**config.mk**
```make
export PLATFORM = sky130hd
export DESIGN_NAME = raster_addr_gen_flat
export DESIGN_NICKNAME = d
export VERILOG_FILES = /design/src/rtl/raster_addr_gen_if.sv /design/src/rtl/raster_addr_gen.sv /design/src/flat_wrapper.sv
export SDC_FILE = /design/constraint.sdc
export NUM_CORES = 1
export LEC_CHECK = 0
export CORE_ASPECT_RATIO = 0.8
export CORE_UTILIZATION = 60
export DETAILED_ROUTE_END_ITERATION = 16
export DONT_BUFFER_PORTS = 1
export PLACE_DENSITY_LB_ADDON = 0.15
export SLEW_MARGIN = 20
export SYNTH_ARGS = -nofsm -noshare
export SYNTH_HDL_FRONTEND = slang
export SYNTH_SLANG_ARGS = --single-unit
```
**constraint.sdc**
```tcl
create_clock -name clk -period 6.7 [get_ports clk]
set_input_delay 1.34 -clock clk [delete_from_list [all_inputs] [get_ports clk]]
set_output_delay 1.34 -clock clk [all_outputs]
set_load 0.01 [all_outputs]
```
**src/rtl/raster_addr_gen_if.sv**
```systemverilog
// Beat stream carrying one scan coordinate and its linear buffer address.
// The producer drives everything except out_ready.
interface raster_addr_gen_if #(
   parameter int MAX_WIDTH  = 32,
   parameter int MAX_HEIGHT = 32
);
   localparam int CW = $clog2(MAX_WIDTH);
   localparam int RW = $clog2(MAX_HEIGHT);
   localparam int AW = $clog2(MAX_WIDTH * MAX_HEIGHT);

   logic          out_valid;
   logic          out_ready;
   logic [CW-1:0] column;
   logic [RW-1:0] row;
   logic [AW-1:0] addr;
   logic          last_inner;
   logic          last;

   modport master (
      output out_valid, column, row, addr, last_inner, last,
      input  out_ready
   );

   modport slave (
      input  out_valid, column, row, addr, last_inner, last,
      output out_ready
   );
endinterface

```
**src/rtl/raster_addr_gen.sv**
```systemverilog
// 2-D raster scan generator: issues (column, row, addr) beats over a latched
// rectangle in row- or column-major order under valid/ready back-pressure.
//
//   state  | meaning
//   IDLE   | waiting for start; config latched on start
//   RUN    | presenting beats; advance on out_valid & out_ready
//   DONE   | one-cycle done pulse, then back to IDLE
module raster_addr_gen #(
   parameter int MAX_WIDTH  = 32,
   parameter int MAX_HEIGHT = 32,
   localparam int CW = $clog2(MAX_WIDTH),
   localparam int RW = $clog2(MAX_HEIGHT),
   localparam int AW = $clog2(MAX_WIDTH * MAX_HEIGHT)
) (
   input  logic                 clk,
   input  logic                 rst,
   input  logic                 start_i,
   input  logic [CW:0]          cfg_width_i,
   input  logic [RW:0]          cfg_height_i,
   input  logic                 cfg_col_major_i,
   raster_addr_gen_if.master    beat,
   output logic                 busy_o,
   output logic                 done_o
);
   typedef enum logic [1:0] {S_IDLE, S_RUN, S_DONE} state_t;

   localparam logic [CW:0]   W_MAX = (CW+1)'(MAX_WIDTH);
   localparam logic [RW:0]   H_MAX = (RW+1)'(MAX_HEIGHT);
   localparam logic [CW:0]   ONE_W = (CW+1)'(1);
   localparam logic [RW:0]   ONE_H = (RW+1)'(1);
   localparam logic [AW-1:0] PITCH = AW'(MAX_WIDTH);

   state_t        state_q, state_d;
   logic [CW:0]   w_q, w_d;
   logic [RW:0]   h_q, h_d;
   logic          cm_q, cm_d;
   logic [CW-1:0] col_q, col_d;
   logic [RW-1:0] row_q, row_d;
   logic [AW-1:0] addr_q, addr_d;

   logic [CW:0]   w_clamp;
   logic [RW:0]   h_clamp;
   logic          col_last, row_last, inner_last, outer_last, xfer;

   assign w_clamp    = (cfg_width_i  > W_MAX) ? W_MAX : cfg_width_i;
   assign h_clamp    = (cfg_height_i > H_MAX) ? H_MAX : cfg_height_i;
   assign col_last   = ({1'b0, col_q} == (w_q - ONE_W));
   assign row_last   = ({1'b0, row_q} == (h_q - ONE_H));
   assign inner_last = cm_q ? row_last : col_last;
   assign outer_last = cm_q ? col_last : row_last;
   assign xfer       = (state_q == S_RUN) && beat.out_ready;

   always_ff @(posedge clk) begin
      if (rst) state_q <= S_IDLE;
      else     state_q <= state_d;
   end

   always_comb begin
      state_d = state_q;
      case (state_q)
         S_IDLE: if (start_i) begin
            if ((w_clamp == '0) || (h_clamp == '0)) state_d = S_DONE;
            else                                    state_d = S_RUN;
         end
         S_RUN:   if (xfer && inner_last && outer_last) state_d = S_DONE;
         S_DONE:  state_d = S_IDLE;
         default: state_d = S_IDLE;
      endcase
   end

   always_comb begin
      beat.out_valid  = (state_q == S_RUN);
      beat.last_inner = (state_q == S_RUN) && inner_last;
      beat.last       = (state_q == S_RUN) && inner_last && outer_last;
      busy_o          = (state_q != S_IDLE);
      done_o          = (state_q == S_DONE);
   end

   // Counters hold on the final beat so the last coordinate stays visible.
   always_comb begin
      w_d   = w_q;
      h_d   = h_q;
      cm_d  = cm_q;
      col_d = col_q;
      row_d = row_q;
      if ((state_q == S_IDLE) && start_i) begin
         w_d   = w_clamp;
         h_d   = h_clamp;
         cm_d  = cfg_col_major_i;
         col_d = '0;
         row_d = '0;
      end else if (xfer && !(inner_last && outer_last)) begin
         if (!cm_q) begin
            if (col_last) begin
               col_d = '0;
               row_d = row_q + RW'(1);
            end else begin
               col_d = col_q + CW'(1);
            end
         end else begin
            if (row_last) begin
               row_d = '0;
               col_d = col_q + CW'(1);
            end else begin
               row_d = row_q + RW'(1);
            end
         end
      end
      // Pitch is the fixed buffer stride, independent of the scan width.
      addr_d = AW'(row_d) * PITCH + AW'(col_d);
   end

   always_ff @(posedge clk) begin
      if (rst) begin
         w_q    <= '0;
         h_q    <= '0;
         cm_q   <= 1'b0;
         col_q  <= '0;
         row_q  <= '0;
         addr_q <= '0;
      end else begin
         w_q    <= w_d;
         h_q    <= h_d;
         cm_q   <= cm_d;
         col_q  <= col_d;
         row_q  <= row_d;
         addr_q <= addr_d;
      end
   end

   assign beat.column = col_q;
   assign beat.row    = row_q;
   assign beat.addr   = addr_q;
endmodule

```
**src/flat_wrapper.sv**
```systemverilog
// flat-port wrapper written by rule: the top's interface ports become plain ports
module raster_addr_gen_flat 
#(
   parameter int MAX_WIDTH  = 32,
   parameter int MAX_HEIGHT = 32,
   localparam int CW = $clog2(MAX_WIDTH),
   localparam int RW = $clog2(MAX_HEIGHT),
   localparam int AW = $clog2(MAX_WIDTH * MAX_HEIGHT)
)
  (clk, rst, start_i, cfg_width_i, cfg_height_i, cfg_col_major_i, busy_o, done_o, beat_out_valid, beat_column, beat_row, beat_addr, beat_last_inner, beat_last, beat_out_ready);
  raster_addr_gen_if #(.MAX_WIDTH(MAX_WIDTH), .MAX_HEIGHT(MAX_HEIGHT)) beat_i ();
  input  logic clk;
  input  logic rst;
  input  logic start_i;
  input  logic [CW:0] cfg_width_i;
  input  logic [RW:0] cfg_height_i;
  input  logic cfg_col_major_i;
  output logic busy_o;
  output logic done_o;
  output wire logic [$bits(beat_i.out_valid)-1:0] beat_out_valid;
  output wire logic [$bits(beat_i.column)-1:0] beat_column;
  output wire logic [$bits(beat_i.row)-1:0] beat_row;
  output wire logic [$bits(beat_i.addr)-1:0] beat_addr;
  output wire logic [$bits(beat_i.last_inner)-1:0] beat_last_inner;
  output wire logic [$bits(beat_i.last)-1:0] beat_last;
  input wire logic [$bits(beat_i.out_ready)-1:0] beat_out_ready;
  assign beat_out_valid = beat_i.out_valid;
  assign beat_column = beat_i.column;
  assign beat_row = beat_i.row;
  assign beat_addr = beat_i.addr;
  assign beat_last_inner = beat_i.last_inner;
  assign beat_last = beat_i.last;
  assign beat_i.out_ready = beat_out_ready;
  raster_addr_gen #(.MAX_WIDTH(MAX_WIDTH), .MAX_HEIGHT(MAX_HEIGHT)) u_core (.clk(clk), .rst(rst), .start_i(start_i), .cfg_width_i(cfg_width_i), .cfg_height_i(cfg_height_i), .cfg_col_major_i(cfg_col_major_i), .beat(beat_i), .busy_o(busy_o), .done_o(done_o));
endmodule
```
==> impl_metrics.json, run 1 <==
{
  "start_util": 0.6392,
  "finalCriticalPeriod_ns": 3.833,
  "cp.required_ns": 5.36,
  "grt_pass1_vias": 1130,
  "worstPathArrival_ns": 2.49,
  "drc": 0,
  "vias": 1306,
  "clk_latency_ns": 0.32,
  "yosysMostFrequentCell": "dfxtp_1",
  "coreArea_um2": 2462,
  "cts_resized": 0,
  "routed_wl_mm": 3.265,
  "cp_max_fo": 4,
  "synth_top_area_cell": "dfxtp_1",
  "grt_first_pass_wirelength_mm": 4.905,
  "hold_end": "u_core.h_q[5]",
  "regToRegSetupSlack_ns": 4.00,
  "clock_power_share": 0.245,
  "setup_viol_count_final": 0,
  "fin_crit_sh": 0.5721,
  "final_cells": 220,
  "post-cts-setup-buffers": 0,
  "skew_ns": 0.007741,
  "cts_buffers": 3,
  "tns_ns": 0,
  "synth_area_per_cell_um2": 7.950,
  "die_h_um": 47.81,
  "synth.yosys.seq_area_share": 0.3180,
  "leakagePower_nw": 0.5014,
  "antenna_found_initial": 0,
  "yosysTopAreaCellShare": 0.3180,
  "cts_max_level": 1,
  "p_sw_mw": 0.08670,
  "rsz0062_at_grt": "false",
  "ir_worst_vdd_mv": 0.2035,
  "setup.worst_path.class": "flip-flop to output port",
  "yosys-top-cells-area": "dfxtp_1, a21oi_1, nor3b_1, xnor2_1, buf_4",
  "pwr-share-seq": 0.569,
  "worst_pin_slew_ns": 0.7130,
  "crit_path_start_kind": "flip-flop",
  "synth_top_cells_by_count": "dfxtp_1, a21oi_1, nor2_1",
  "grt_max_degree": 25,
  "numClockSinks": 25,
  "swShare": 0.3057,
  "cap_violations": 0,
  "syn_inst": 198,
  "area_delta_synth_final_pct": -2.782,
  "cp-end-kind": "output port",
  "drt_pre_antenna_iters": 4,
  "outcome": "completed",
  "min_path_cells": 2,
  "layout-drive-gt1-share": 0.05435,
  "ys_warn_count": 0,
  "vias_per_cell": 5.936,
  "synth.cell_area_um2": 1574,
  "clock.fmax_mhz": 260.9,
  "yosysUniqueCellTypes": 39,
  "slew_viol_final": 0,
  "rows": 16,
  "hp-class": "flip-flop to flip-flop",
  "die_area_um2": 2833,
  "nNetsFinal": 206,
  "diodes": 0,
  "path_clk_slew_ns": 0.14,
  "hold_viol": 0,
  "synth-edff-count": 0,
  "wl_per_cell_um": 14.84,
  "synth_ff_type": "dfxtp_1",
  "portBuffers": 0,
  "dieWidth_um": 59.27,
  "ctsHoldBuffers": 0,
  "grt_overflow_total": 0,
  "gp_congestion": 0.7802,
  "ant_nets": 0,
  "root_buffer": "clkbuf_4",
  "p_comb_frac": 0.186,
  "hp-start": "u_core.h_q[5]",
  "clock_path_buffers": 2,
  "synth-seq-cells": 25,
  "rr_worst_depth": 9,
  "io_pins": 42,
  "hpwl_mm": 2.495,
  "async_reset_ff_frac": 0,
  "synth_nets": 219,
  "drt-initial-drc-count": 52,
  "cts_tree": "yes",
  "relSlewSlack": 0.5235,
  "p_int_mw": 0.1969,
  "r2r_end": "u_core.beat.addr[5]",
  "rr_startpoint": "u_core.h_q[0]",
  "grt_usage": 0.2392,
  "power.density_nw_per_um2": 185.4,
  "final_util": 0.6214,
  "placed_cells": 216
}
area by class of cell:
type	instances	area, um2
fillers	232	932.1
multi-input cells	144	913.4
flip-flops and latches	25	500.5
well taps	36	45.04
inverters	11	41.29
clock buffers	3	22.52
clock inverters	1	7.507
worst max path at each step:
stage | end | start | slack (ns)
2_1_floorplan | beat_last | u_core.h_q[0] | 3.48
3_3_place_gp | beat_last | u_core.h_q[0] | 3.37
3_5_place_dp | beat_last | u_core.h_q[0] | 3.25
4_1_cts | beat_last | u_core.h_q[0] | 2.86
5_1_grt | beat_last | u_core.h_q[0] | 2.75
6_report | beat_last | u_core.h_q[0] | 2.87
metrics by stage:
step           worst slack, ns  hold slack [ns]  power [mW]  instance area (um2)
3_5_place_dp             3.255           0.4551      0.2173                 1500
5_1_grt                  2.754           0.4918      0.3004                 1530
3_3_place_gp             3.366           0.4519      0.2147                 1500
4_1_cts                  2.862           0.4741      0.2854                 1530
2_1_floorplan            3.481           0.4481      0.2104                 1574
6_report                 2.867           0.4716      0.2836                 1530
logic make-up after synthesis:
family,Yosys count,synth area share
buffers and inverters,29,0.1017
adder cells (fa/ha/maj),4,0.03180
flip-flops,25,0.3180
multiplexers,1,0.006360
AO/OA/AOI/OAI,45,0.1844
AND/OR/NAND/NOR,80,0.2798
XOR/XNOR,14,0.07790
registers in the layout, summed over array words and instances (netlist names):
name and cells:
u_core.cm_q 1, u_core.state_q 2, u_core.h_q 6, u_core.beat.addr 10, u_core.w_q 6
per-layer routing:
metal  vias up  share of wire  track usage
li1        659              -            -
met1       597           0.46       0.2993
met2        48           0.47       0.3888
met3         2          0.069       0.1000
met4         0         0.0028      0.05714
met5         -              0            0
placed cells by master (no fill, tap or decap), drive strengths merged, types with 3 or more instances in the layout:
cell type | synthesis | layout
a211oi | 3 | 3
nand2b | 4 | 4
o21ai | 4 | 4
nor3 | 6 | 6
a21oi | 21 | 21
nand3 | 6 | 6
or4 | 5 | 5
nand2 | 17 | 17
dfxtp | 25 | 25
clkbuf | 3 | 3
o211ai | 3 | 3
inv | 11 | 11
ha | 4 | 4
o31ai | 7 | 7
xnor2 | 10 | 10
nor2 | 21 | 21
nor3b | 12 | 12
xor2 | 4 | 4
worst max-delay path, stage by stage (launching register included):
cell and delay [ns]:
dfxtp_1 0.40, inv_1 0.06, ha_1 0.25, xnor2_1 0.15, a211oi_1 0.29, o211ai_1 0.20, or3_4 0.44, nor3_1 0.38
power groups by stage:
stage / Clock [mW] / Combinational (mW) / Sequential, mW
finish: 0.0695 / 0.0527 / 0.161
global placement: 0 / 0.0504 / 0.164
detailed placement: 0 / 0.0525 / 0.165
global route: 0.0783 / 0.0595 / 0.163
CTS: 0.0713 / 0.0526 / 0.161
floorplan: 0 / 0.0477 / 0.163
No activity file was read; power rests on OpenSTA's default activity.
==> inputs of run 2 (changes only) <==
--- a/config.mk
+++ b/config.mk
@@ -5,6 +5,7 @@
 export SDC_FILE = /design/constraint.sdc
 export NUM_CORES = 1
 export LEC_CHECK = 0
+export ABC_AREA = 1
 export CORE_ASPECT_RATIO = 0.8
 export CORE_UTILIZATION = 60
 export DETAILED_ROUTE_END_ITERATION = 16
==> constraint.sdc (replaced) <==
create_clock -name clk -period 3.6 [get_ports clk]
set_input_delay 0.72 -clock clk [delete_from_list [all_inputs] [get_ports clk]]
set_output_delay 0.72 -clock clk [all_outputs]
set_load 0.01 [all_outputs]
==> run 2 against run 1 <==
Cell count rose by 58%. Critical path depth rose by 4. Synthesized cell count rose by 61%. Via count rose by 40%. Die area rose by 24%. Clock skew fell by 0.0052 ns. Critical endpoint unchanged.
==> impl_metrics.json, run 2 <==
{
  "numClockSinks": 25,
  "synth_nets": 339,
  "power.density_nw_per_um2": 318.2,
  "yosysTopAreaCellShare": 0.2554,
  "rows": 18,
  "grt_first_pass_wirelength_mm": 6.630,
  "cp-startpoint": "u_core.w_q[0]",
  "coreArea_um2": 3108,
  "cp.required_ns": 2.88,
  "wl_met2_mm": 1.591,
  "area_delta_synth_final_pct": 0.3195,
  "clock_path_buffers": 2,
  "grt_overflow_total": 0,
  "grt_usage": 0.2495,
  "worstPathArrival_ns": 2.11,
  "leakagePower_nw": 0.9538,
  "hp-class": "flip-flop to flip-flop",
  "yosysMostFrequentCell": "nand2_1",
  "seq_area_um2": 500.5,
  "async_reset_ff_frac": 0,
  "layout-drive-gt1-share": 0.1201,
  "cts_resized": 0,
  "outcome": "completed",
  "fin_ws_ns": 0.7686,
  "finalCriticalPeriod_ns": 2.831,
  "synth.cell_area_um2": 1959,
  "fin_area_um2": 1966,
  "portBuffers": 0,
  "post-cts-setup-buffers": 0,
  "final.fill_count": 300,
  "rr_worst_depth": 14,
  "slowest_delay_ns": 0.39,
  "cts_buffers": 3,
  "grt_max_degree": 21,
  "cts_max_level": 1,
  "cap_violations": 0,
  "root_buffer": "clkbuf_8",
  "rr_startpoint": "u_core.w_q[0]",
  "placed_cells": 344,
  "path_clk_slew_ns": 0.09,
  "worst_pin_slew_ns": 0.6871,
  "cp_max_fo": 8,
  "io_pins": 42,
  "yosysUniqueCellTypes": 29,
  "synth-seq-cells": 25,
  "placed_area_um2": 1917,
  "rsz0062_at_grt": "false",
  "drt_pre_antenna_iters": 4,
  "die_area_um2": 3499,
  "routed_wl_mm": 4.026,
  "relSlewSlack": 0.5414,
  "r2r_end": "u_core.beat.addr[0]",
  "clock.fmax_mhz": 353.2,
  "hpwl_mm": 3.220,
  "crit_chain": "inv_2 > ha_1 > nand2_1 > inv_1 > nor2_1 > nand2_1 > nor2_2 > nand3_2 > nor2_4 > nand2_4 > nor2_1",
  "wl_met3_um": 320,
  "skew_ns": 0.002495,
  "crit_path_start_kind": "flip-flop",
  "clk_latency_ns": 0.27,
  "nNetsFinal": 330,
  "yosys-top-cells-area": "dfxtp_1, nand2_1, nand3_1, inv_1, nor2_1",
  "final_cells": 348,
  "ant_nets": 0,
  "cp-end-kind": "output port",
  "grt_pass1_vias": 1467,
  "tns_ns": 0,
  "top_layer": "met4",
  "syn_inst": 318,
  "dieWidth_um": 65.89,
  "cts_tree": "yes",
  "min_path_cells": 2,
  "ys_warn_count": 0,
  "ir_worst_vdd_mv": 0.2878,
  "multi_input_area_um2": 1152,
  "synth_top_area_cell": "dfxtp_1",
  "drc": 0,
  "setup.worst_path.class": "flip-flop to output port",
  "wl_per_cell_um": 11.57,
  "slew_viol_final": 0,
  "start_util": 0.6304,
  "layout_commonest_cell": "nand2_1",
  "synth_ff_type": "dfxtp_1",
  "diodes": 0,
  "setup_viol_count_final": 0,
  "wirelength_met1_mm": 2.096,
  "regToRegSetupSlack_ns": 1.57,
  "synth.yosys.seq_area_share": 0.2554,
  "pre_cts_slack_ns": 1.113,
  "die_h_um": 53.11,
  "drt-initial-drc-count": 121,
  "cp_slowest_cell": "dfxtp_1",
  "largest_reg_flops": 10,
  "ctsHoldBuffers": 0,
  "synth_area_per_cell_um2": 6.162,
  "synth_top_cells_by_count": "nand2_1, inv_1, nand3_1",
  "antenna_found_initial": 0,
  "fin_crit_sh": 0.7865,
  "gp_congestion": 0.8352,
  "crit_path_end": "beat_last",
  "synth-edff-count": 0,
  "final_cell_mix": "nand2_1, inv_1, nand3_1",
  "vias_per_cell": 5.264,
  "vias": 1832,
  "hold_viol": 0
}
[run 2: final cells by class]
type                            count  area share
Clock buffer                        3     0.02101
Clock inverter                      1    0.003819
Inverter                           57      0.1088
Multi-Input combinational cell    222      0.5863
Sequential cell                    25      0.2546
Tap cell                           40     0.02546
[run 2: critical path, delay by kind of cell, from the launching register on]
family | cells | cell delay [ns]
and+or+nand+nor | 8 | 0.98
DFF | 1 | 0.39
adders and majority gates | 1 | 0.33
buffers and inverters | 2 | 0.15
[run 2: worst min-delay path by stage]
stage / startpoint / endpoint / slack, ns
after global routing: rst / u_core.state_q[0] / 0.48
final: u_core.h_q[5] / u_core.h_q[5] / 0.48
after global placement: u_core.w_q[5] / u_core.w_q[5] / 0.47
after detailed placement: u_core.h_q[5] / u_core.h_q[5] / 0.47
after CTS: u_core.h_q[5] / u_core.h_q[5] / 0.49
after floorplan: u_core.h_q[5] / u_core.h_q[5] / 0.44
[run 2: stage by stage]
| step | power, mW | util | hold slack [ns] |
|---|---|---|---|
| final | 0.6255 | 0.6324 | 0.4834 |
| after global routing | 0.6662 | 0.6324 | 0.4804 |
| after CTS | 0.6325 | 0.6324 | 0.4879 |
| after detailed placement | 0.4593 | 0.6167 | 0.4745 |
| after global placement | 0.4581 | 0.6167 | 0.4713 |
| after floorplan | 0.4355 | - | 0.4433 |
[run 2: kinds of logic after synthesis]
group / share of synthesized area
buf+inv: 0.1564
flops: 0.2554
xor+xnor: 0.02682
simple gates: 0.4317
compound gates: 0.1041
fa+ha+maj: 0.02554
[run 2: power by group]
part | internal, mW | leakage, nW | switching (mW)
clock | 0.0786 | 0.0217 | 0.0937
sequential | 0.289 | 0.203 | 0.0163
combinational | 0.0491 | 0.729 | 0.0989
[run 2: per-layer routing]
metal  up-vias  GRT usage
met4         0    0.03261
met5         -          0
met1       796     0.3660
li1        974          -
met3         2    0.06466
met2        60     0.3673
==> inputs of run 3 (changes only) <==
--- a/config.mk
+++ b/config.mk
@@ -7,7 +7,7 @@
 export LEC_CHECK = 0
 export ABC_AREA = 1
 export CORE_ASPECT_RATIO = 0.8
-export CORE_UTILIZATION = 60
+export CORE_UTILIZATION = 57
 export DETAILED_ROUTE_END_ITERATION = 16
 export DONT_BUFFER_PORTS = 1
 export PLACE_DENSITY_LB_ADDON = 0.15
==> constraint.sdc (replaced) <==
create_clock -name clk -period 2.53 [get_ports clk]
set_input_delay 0.506 -clock clk [delete_from_list [all_inputs] [get_ports clk]]
set_output_delay 0.506 -clock clk [all_outputs]
set_load 0.01 [all_outputs]
==> run 3 against run 2 <==
Critical path depth increased by 1. First-iteration DRC count down 12%. Die area increased by 5.1%. Routed wire length is 8.1% higher. Power increased by 46%. Critical path type unchanged. Largest cell class unchanged. Highest routed layer unchanged.
==> impl_metrics.json, run 3 (same netlist as run 2, synthesis figures left out) <==
{
  "outcome": "completed",
  "die_h_um": 54.44,
  "worst_pin_slew_ns": 0.4821,
  "layout-drive-gt1-share": 0.1883,
  "rows": 18,
  "final_cell_mix": "nand2_1, inv_1, nand3_1",
  "gp_congestion": 0.8822,
  "crit_path_start_kind": "flip-flop",
  "largest_reg_flops": 10,
  "vias": 1933,
  "grt_pass1_vias": 1501,
  "grt_max_degree": 17,
  "drt_pre_antenna_iters": 4,
  "setup_viol_count_final": 0,
  "io_pins": 42,
  "fin_crit_sh": 0.9581,
  "seq_area_um2": 503.0,
  "cts_buffers": 3,
  "nNetsFinal": 346,
  "cp.required_ns": 2.02,
  "cp-end-kind": "output port",
  "area_delta_synth_final_pct": 8.429,
  "leakagePower_nw": 1.040,
  "ctsHoldBuffers": 0,
  "placed_cells": 352,
  "ir_worst_vdd_mv": 0.3437,
  "multi_input_area_um2": 1185,
  "cap_violations": 0,
  "grt_overflow_total": 0,
  "finalPower_mw": 0.9155,
  "final_cells": 364,
  "grt_usage": 0.2413,
  "path_clk_slew_ns": 0.09,
  "coreArea_um2": 3176,
  "fin_area_um2": 2125,
  "drt-initial-drc-count": 106,
  "diodes": 0,
  "final.fill_count": 293,
  "wl_per_cell_um": 11.96,
  "clock.fmax_mhz": 412.5,
  "die_area_um2": 3677,
  "clk_latency_ns": 0.27,
  "cp_max_fo": 8,
  "vias_per_cell": 5.310,
  "ant_nets": 0,
  "relSlewSlack": 0.6782,
  "hpwl_mm": 3.424,
  "placed_area_um2": 1977,
  "grt_first_pass_wirelength_mm": 6.617,
  "layout_commonest_cell": "nand2_1",
  "power.density_nw_per_um2": 430.9,
  "final_util": 0.6690,
  "numClockSinks": 25,
  "cts_max_level": 1,
  "worstPathArrival_ns": 1.92,
  "start_util": 0.6170,
  "dieWidth_um": 67.55,
  "antenna_found_initial": 0,
  "hold_viol": 0,
  "root_buffer": "clkbuf_8",
  "hp-class": "input port to flip-flop",
  "routed_wl_mm": 4.354,
  "drc": 0,
  "clock_path_buffers": 2,
  "regToRegSetupSlack_ns": 0.52,
  "cts_tree": "yes",
  "finalCriticalPeriod_ns": 2.424,
  "slew_viol_final": 0,
  "skew_ns": 0.004138,
  "portBuffers": 0,
  "setup.worst_path.class": "flip-flop to output port"
}
-- run 3: path summary, 6_finish.rpt --
path                  from             endpoint  depth (start not counted)
max reg2reg  u_core.h_q[0]  u_core.beat.addr[0]                         16
max          u_core.h_q[0]      beat_last_inner                         12
min reg2reg  u_core.h_q[5]        u_core.h_q[5]                          2
min                    rst    u_core.state_q[0]                          1
-- run 3: per-layer routing --
| layer | up-vias | GRT usage | wire length (um) |
|---|---|---|---|
| met4 | 0 | 0.03546 | 17 |
| met2 | 60 | 0.3498 | 1814 |
| met3 | 2 | 0.06875 | 309 |
| met1 | 866 | 0.3536 | 2213 |
| met5 | - | 0 | 0 |
| li1 | 1005 | - | - |
-- run 3: cell type report --
type                    instances  area share
multi-input cells             222      0.5577
repair buffers                 16     0.05654
flip-flops and latches         25      0.2367
clock inverters                 1    0.004122
well taps                      40     0.02356
clock buffers                   3     0.01943
inverters                      57      0.1019
-- run 3: repair_timing --
action | in CTS | in global routing
cloned | 0 | 0
pin swaps | 0 | 6
setup endpoints to repair | 2 | 2
buffers inserted | 0 | 8
gates resized for setup | 2 | 10
-- run 3: metrics by stage --
step                      hold slack [ns]     TNS, ns  setup WS (ns)
final                              0.2850           0         0.1059
after global routing               0.2628     -0.1126        -0.1126
after CTS                          0.2736  -0.0001268     -0.0001268
after detailed placement           0.4622           0         0.2776
after global placement             0.4661           0         0.2849
after floorplan                    0.4433           0         0.4621
-- run 3: worst max-delay path, cell delays in order (launching register included) --
cell,delay (ns)
dfxtp_1,0.36
inv_2,0.08
ha_1,0.30
inv_1,0.04
nand2_1,0.05
nand2_1,0.06
nor2_1,0.09
nand2_1,0.06
nor2_1,0.15
nand3_2,0.14
nand2_2,0.12
nand2_2,0.08
nor2_4,0.11
-- run 3: where the power goes --
| part | internal, mW | switching [mW] | total, mW |
|---|---|---|---|
| clock network | 0.116 | 0.137 | 0.252 |
| logic | 0.0769 | 0.155 | 0.232 |
| registers | 0.411 | 0.0200 | 0.431 |
